`src/rtl/board_click_ctl.sv`:
```
// board_click_ctl: turns left-clicks on a 12x12 player grid into board_mem writes.
// After reset it sweeps the whole board to EMPTY. Each accepted click inside the grid
// then toggles one cell between EMPTY and SHIP. A shadow occupancy map and a ship
// counter enforce a cap on the number of SHIP cells.
module board_click_ctl #(
    parameter int X_POS          = 100,
    parameter int Y_POS          = 200,
    parameter int CELL_SIZE      = 32,
    parameter int X_SIZE         = 12,
    parameter int Y_SIZE         = 12,
    parameter int MAX_SHIP_CELLS = 20
) (
    input  logic        clk,
    input  logic        rst,
    input  logic        enable,
    input  logic [11:0] mouse_x_pos,
    input  logic [11:0] mouse_y_pos,
    input  logic        mouse_left,
    output logic [7:0]  board_write_addr,
    output logic [1:0]  board_write_data,
    output logic        board_write_enable,
    output logic [7:0]  ship_count,
    output logic        busy,
    output logic        reject
);

    localparam logic [11:0] X_LO     = 12'(X_POS);
    localparam logic [11:0] X_HI     = 12'(X_POS + X_SIZE * CELL_SIZE - 1);
    localparam logic [11:0] Y_LO     = 12'(Y_POS);
    localparam logic [11:0] Y_HI     = 12'(Y_POS + Y_SIZE * CELL_SIZE - 1);
    localparam logic [11:0] CS       = 12'(CELL_SIZE);
    localparam logic [3:0]  LAST_COL = 4'(X_SIZE - 1);
    localparam logic [3:0]  LAST_ROW = 4'(Y_SIZE - 1);
    localparam logic [7:0]  CAP      = 8'(MAX_SHIP_CELLS);

    typedef enum logic [1:0] {CLEAR, IDLE, DIV, WRITE} state_t;

    state_t            state;
    logic              mouse_sync_p0;
    logic              mouse_sync_p1;
    logic              mouse_sync_p2;
    logic              click;
    logic              in_grid;
    logic              cur_bit;
    logic [11:0]       dx;
    logic [11:0]       dy;
    logic [3:0]        row;
    logic [3:0]        col;
    logic [X_SIZE-1:0] shadow [Y_SIZE];

    // Saturating step of the ship counter: clamps at the cap going up and at zero going down.
    function automatic logic [7:0] count_step(input logic [7:0] cnt, input logic up);
        if (up)
            return (cnt >= CAP) ? CAP : cnt + 8'd1;
        else
            return (cnt == 8'd0) ? 8'd0 : cnt - 8'd1;
    endfunction

    // Two-flop synchronizer for the mouse_clk-domain button, plus one flop of history for edge detect.
    always_ff @(posedge clk) begin
        if (rst) begin
            mouse_sync_p0 <= 1'b0;
            mouse_sync_p1 <= 1'b0;
            mouse_sync_p2 <= 1'b0;
        end else begin
            mouse_sync_p0 <= mouse_left;
            mouse_sync_p1 <= mouse_sync_p0;
            mouse_sync_p2 <= mouse_sync_p1;
        end
    end

    // A click is the synchronized rising edge; the history flop always advances, so edges
    // arriving while the FSM is busy are simply lost.
    assign click   = mouse_sync_p1 & ~mouse_sync_p2;
    assign in_grid = (mouse_x_pos >= X_LO) && (mouse_x_pos <= X_HI) &&
                     (mouse_y_pos >= Y_LO) && (mouse_y_pos <= Y_HI);
    assign cur_bit = shadow[row][col];
    assign busy    = (state != IDLE);

    // Control FSM: CLEAR sweep, click capture, divide-by-subtraction, and the toggle write.
    always_ff @(posedge clk) begin
        if (rst) begin
            state              <= CLEAR;
            row                <= 4'd0;
            col                <= 4'd0;
            dx                 <= 12'd0;
            dy                 <= 12'd0;
            board_write_enable <= 1'b0;
            board_write_addr   <= 8'd0;
            board_write_data   <= 2'b00;
            ship_count         <= 8'd0;
            reject             <= 1'b0;
            for (int r = 0; r < Y_SIZE; r++)
                shadow[r] <= '0;
        end else begin
            board_write_enable <= 1'b0;
            reject             <= 1'b0;
            case (state)
                CLEAR: begin
                    board_write_enable <= 1'b1;
                    board_write_addr   <= {row, col};
                    board_write_data   <= 2'b00;
                    if (col == LAST_COL) begin
                        col <= 4'd0;
                        if (row == LAST_ROW) begin
                            row   <= 4'd0;
                            state <= IDLE;
                        end else begin
                            row <= row + 4'd1;
                        end
                    end else begin
                        col <= col + 4'd1;
                    end
                end
                IDLE: begin
                    if (click && enable) begin
                        dx  <= mouse_x_pos - X_LO;
                        dy  <= mouse_y_pos - Y_LO;
                        row <= 4'd0;
                        col <= 4'd0;
                        if (in_grid)
                            state <= DIV;
                    end
                end
                DIV: begin
                    // x and y quotients are formed in parallel; the longer one sets the time.
                    if (dx >= CS) begin
                        dx  <= dx - CS;
                        col <= col + 4'd1;
                    end
                    if (dy >= CS) begin
                        dy  <= dy - CS;
                        row <= row + 4'd1;
                    end
                    if ((dx < CS) && (dy < CS))
                        state <= WRITE;
                end
                WRITE: begin
                    if (!cur_bit && (ship_count == CAP)) begin
                        reject <= 1'b1;
                    end else begin
                        board_write_enable <= 1'b1;
                        board_write_addr   <= {row, col};
                        board_write_data   <= {1'b0, ~cur_bit};
                        shadow[row][col]   <= ~cur_bit;
                        ship_count         <= count_step(ship_count, ~cur_bit);
                    end
                    state <= IDLE;
                end
                default: state <= CLEAR;
            endcase
        end
    end

endmodule

```
`config.mk`:
```
export PLATFORM = sky130hd
export DESIGN_NAME = board_click_ctl
export DESIGN_NICKNAME = d
export VERILOG_FILES = /design/src/rtl/board_click_ctl.sv
export SDC_FILE = /design/constraint.sdc
export NUM_CORES = 1
export LEC_CHECK = 0
export ABC_AREA = 0
export CELL_PAD_IN_SITES_DETAIL_PLACEMENT = 1
export CELL_PAD_IN_SITES_GLOBAL_PLACEMENT = 2
export CORE_AREA = 2 2 187 189
export DETAILED_ROUTE_END_ITERATION = 8
export DIE_AREA = 0 0 189 191
export PLACE_DENSITY_LB_ADDON = 0.1
export RECOVER_POWER = 50
export SLEW_MARGIN = 5
export SYNTH_ARGS = -nofsm -noshare
export SYNTH_HDL_FRONTEND = slang
export SYNTH_SLANG_ARGS = --single-unit
export TNS_END_PERCENT = 100
```
`constraint.sdc`:
```
create_clock -name clk -period 3.85 [get_ports clk]
set_clock_uncertainty 0.15 [all_clocks]
set_input_delay 0.385 -clock clk [delete_from_list [all_inputs] [get_ports clk]]
set_output_delay 0.385 -clock clk [all_outputs]
set_load 0.005 [all_outputs]
```
==> results.json <==
{
  "muxShareOfSynthArea": 0.0943,
  "wl_mm": 40.1,
  "grt_max_degree": 195,
  "synth_xor_xnor_area_share": 0.0131,
  "yosys_warnings": 0,
  "period_minus_slack_ps": 3580,
  "finalCoreUtilization": 0.467,
  "critPathLaunchType": "register",
  "worstPathRequired_ps": 3960,
  "tightest_slew_ps": 2390,
  "clkPwrFrac": 0.306,
  "holdWs_ps": 239,
  "violations": "max-capacitance violations, max-slew violations",
  "dp_hpwl_mm": 25.6,
  "fillers": 3586,
  "leakage_nw": 6.39,
  "pwr-share-comb": 0.316,
  "clock_path_buffers": 3,
  "via_count": 10100,
  "die_h_microns": 191,
  "grt_pass1_wl_mm": 63.1,
  "run_status": "finished with violations",
  "crit_arrival_ps": 3690,
  "p_switching_w": 0.00298,
  "clockRootBuffer": "clkbuf_16",
  "slowest_delay_ps": 590,
  "rows": 68,
  "rsz0062_at_grt": "no",
  "crit_chain": "buf_12, buf_4, buf_4, mux4_1, or3_1, o21ai_1, a2111oi_4, a31oi_4, a2111oi_4, clkbuf_2, nand2_2, nor2_1",
  "synth_cell_types": 75,
  "fp.dieW_microns": 189,
  "grt-ovfl-total": 0,
  "synth_adder_area_share": 0.0178,
  "final-seq-area_sq_um": 6870,
  "synth-edff-count": 192,
  "grt_usage": 0.225,
  "ant_nets": 0,
  "core_sq_um": 34100,
  "drt_iter0_markers": 718,
  "post-route-period-util": 0.930,
  "grt_pass1_vias": 10400,
  "path_clk_slew_ps": 60,
  "area_growth_pct": 13.3,
  "drcViolationCount": 0,
  "io_pins": 49,
  "ys_seq_area_frac": 0.488,
  "cp_slowest_cell": "a2111oi_4",
  "hold_viol": 0,
  "synthArstFlopShare": 0,
  "nets": 1286,
  "yosys.area_share.simple": 0.177,
  "synth_flop_cell": "edfxtp_1",
  "clkLatencyLatePin_ps": 550,
  "gr-usage-met1": 0.310,
  "synth-seq-cells": 247,
  "synth_compound_area_frac": 0.149,
  "power_density_nw_per_um2": 541,
  "busiest_layer": "met2",
  "die_area_sq_um": 36100,
  "use_met2": 0.373,
  "cts.sinks": 247,
  "start_util": 0.412,
  "crit_family": "compound AO/OA/AOI/OAI gates",
  "syn-mean-instance-area_sq_um": 11.3,
  "dr.pass1.iters": 5,
  "max_clock_freq_ghz": 0.279,
  "relSlewSlack": -0.596,
  "maxSlewViolCount": 195,
  "htree_num_levels": 1,
  "hold_class": "input port to register",
  "avgRoutedWirePerCell_microns": 23.4,
  "total_power_w": 0.00863,
  "synth_nets": 1290,
  "fin_tns_setup_ps": 0,
  "synth_area_sq_um": 14100,
  "portBuffers": 44,
  "numCtsBuffers": 29,
  "internal-power_w": 0.00565,
  "multi_input_area_sq_um": 6340,
  "setup_viol": 0,
  "cp_num_buf_inv": 4,
  "place_congestion": 0.773,
  "antenna_found_initial": 0,
  "netlist_instances": 1242,
  "grt.met3_usage": 0.0294,
  "path_class": "register to register",
  "cap_violations": 1,
  "crit_path_end_kind": "register",
  "drive_gt1_frac": 0.217,
  "cts_tree": "yes",
  "via_per_inst": 5.90,
  "p_seq_frac": 0.378,
  "cp_max_fo": 15,
  "synth_top_family_by_area": "simple AND/OR/NAND/NOR gates",
  "peakVddDrop_uv": 320,
  "switching_share": 0.345
}
==> area by class of cell <==
cell class / count / share of cell area
Inverter: 26 / 0.00612
Timing Repair Buffer: 121 / 0.0729
Clock inverter: 16 / 0.00801
Multi-Input combinational cell: 813 / 0.398
Antenna cell: 1 / 0.000157
Tap cell: 455 / 0.0357
Clock buffer: 37 / 0.0480
Sequential cell: 247 / 0.431
==> worst paths after layout <==
path                             from                        to  slack, ps  cells after the start
max                          register   shadow[13][7]$_DFFE_PP_        270                     12
min                        mouse_left  mouse_sync_p0$_SDFF_PP0_        240                      2
max reg2reg                  register   shadow[13][7]$_DFFE_PP_        270                     12
min reg2reg  mouse_sync_p0$_SDFF_PP0_  mouse_sync_p1$_SDFF_PP0_        290                      1
==> routing by layer <==
layer	vias to the layer above	wire (microns)
li1	4701	-
met1	5181	18200
met2	188	19300
met3	57	1570
met4	0	990
met5	-	0
==> repair_timing <==
| action | CTS | global route |
|---|---|---|
| hold buffers | 0 | 0 |
| hold endpoints to repair | 0 | 0 |
| endpoints found under the setup margin | 0 | 43 |
| resized for setup | 0 | 4 |
| buffers inserted | 0 | 0 |
==> cells in the final DEF (no fill, tap or decap), drive strengths merged, types with 23 or more instances in the layout <==
cell type      instances
and2                  48
a31o                 109
dfxtp                 55
inv                   25
a21oi                 26
nor2                  46
nand2                 61
a21o                  38
mux4                  46
edfxtp               192
clkbuf                48
and3                 175
clkdlybuf4s50         23
buf                   67
==> per-stage QoR <==
stage	worst slack (ps)	cell area, sq um	instances
finish	269	15900	1716
global route	78.9	15900	1715
CTS	123	16000	1715
detailed placement	158	15100	1662
global placement	174	15100	1662
floorplan	267	14100	1242
==> synth_stat cells (all sizes together), types with 18 or more instances <==
cell	n	share of area
a21o	38	0.020
a21oi	26	0.0092
a31o	109	0.068
and2	48	0.022
and3	175	0.078
buf	55	0.026
clkbuf	101	0.027
dfxtp	55	0.078
edfxtp	192	0.41
ha	20	0.018
inv	24	0.0064
mux2i	20	0.014
mux4	46	0.078
nand2	61	0.016
nand2b	19	0.0084
nand3	21	0.0075
nor2	46	0.012
nor2b	18	0.0080
nor3	21	0.0078
o21ai	19	0.0068
==> power by group through the flow <==
stage	Combinational [W]	Clock (W)	Sequential, W
after floorplan	0.00182	0	0.00328
after global placement	0.00274	0	0.00332
after detailed placement	0.00276	0	0.00332
after CTS	0.00277	0.00270	0.00327
after global routing	0.00297	0.00280	0.00328
final	0.00273	0.00264	0.00327
==> kinds of logic after synthesis <==
| group | after synthesis |
|---|---|
| compound gates | 260 |
| xor+xnor | 21 |
| fa+ha+maj | 20 |
| buf+inv | 182 |
| flops | 247 |
| mux | 69 |
| other cells | 1 |
| simple gates | 442 |
==> sequential cells by signal, indices dropped and copies added, names as in the netlist, 2 cells and up, named ones only <==
signal,count
ship_count,8
shadow,192
state,2
row,4
board_write_addr,8
dy,7
col,4
dx,12
==> worst reg2reg max path, cell delays in order, from the launching register on <==
cell and delay (ps):
dfxtp_4 430, buf_12 180, buf_4 140, buf_4 140
mux4_1 250, or3_1 110, o21ai_1 90, a2111oi_4 390
a31oi_4 180, a2111oi_4 590, clkbuf_2 350, nand2_2 130
nor2_1 160
Note: power is estimated with default switching activity, not from simulation.
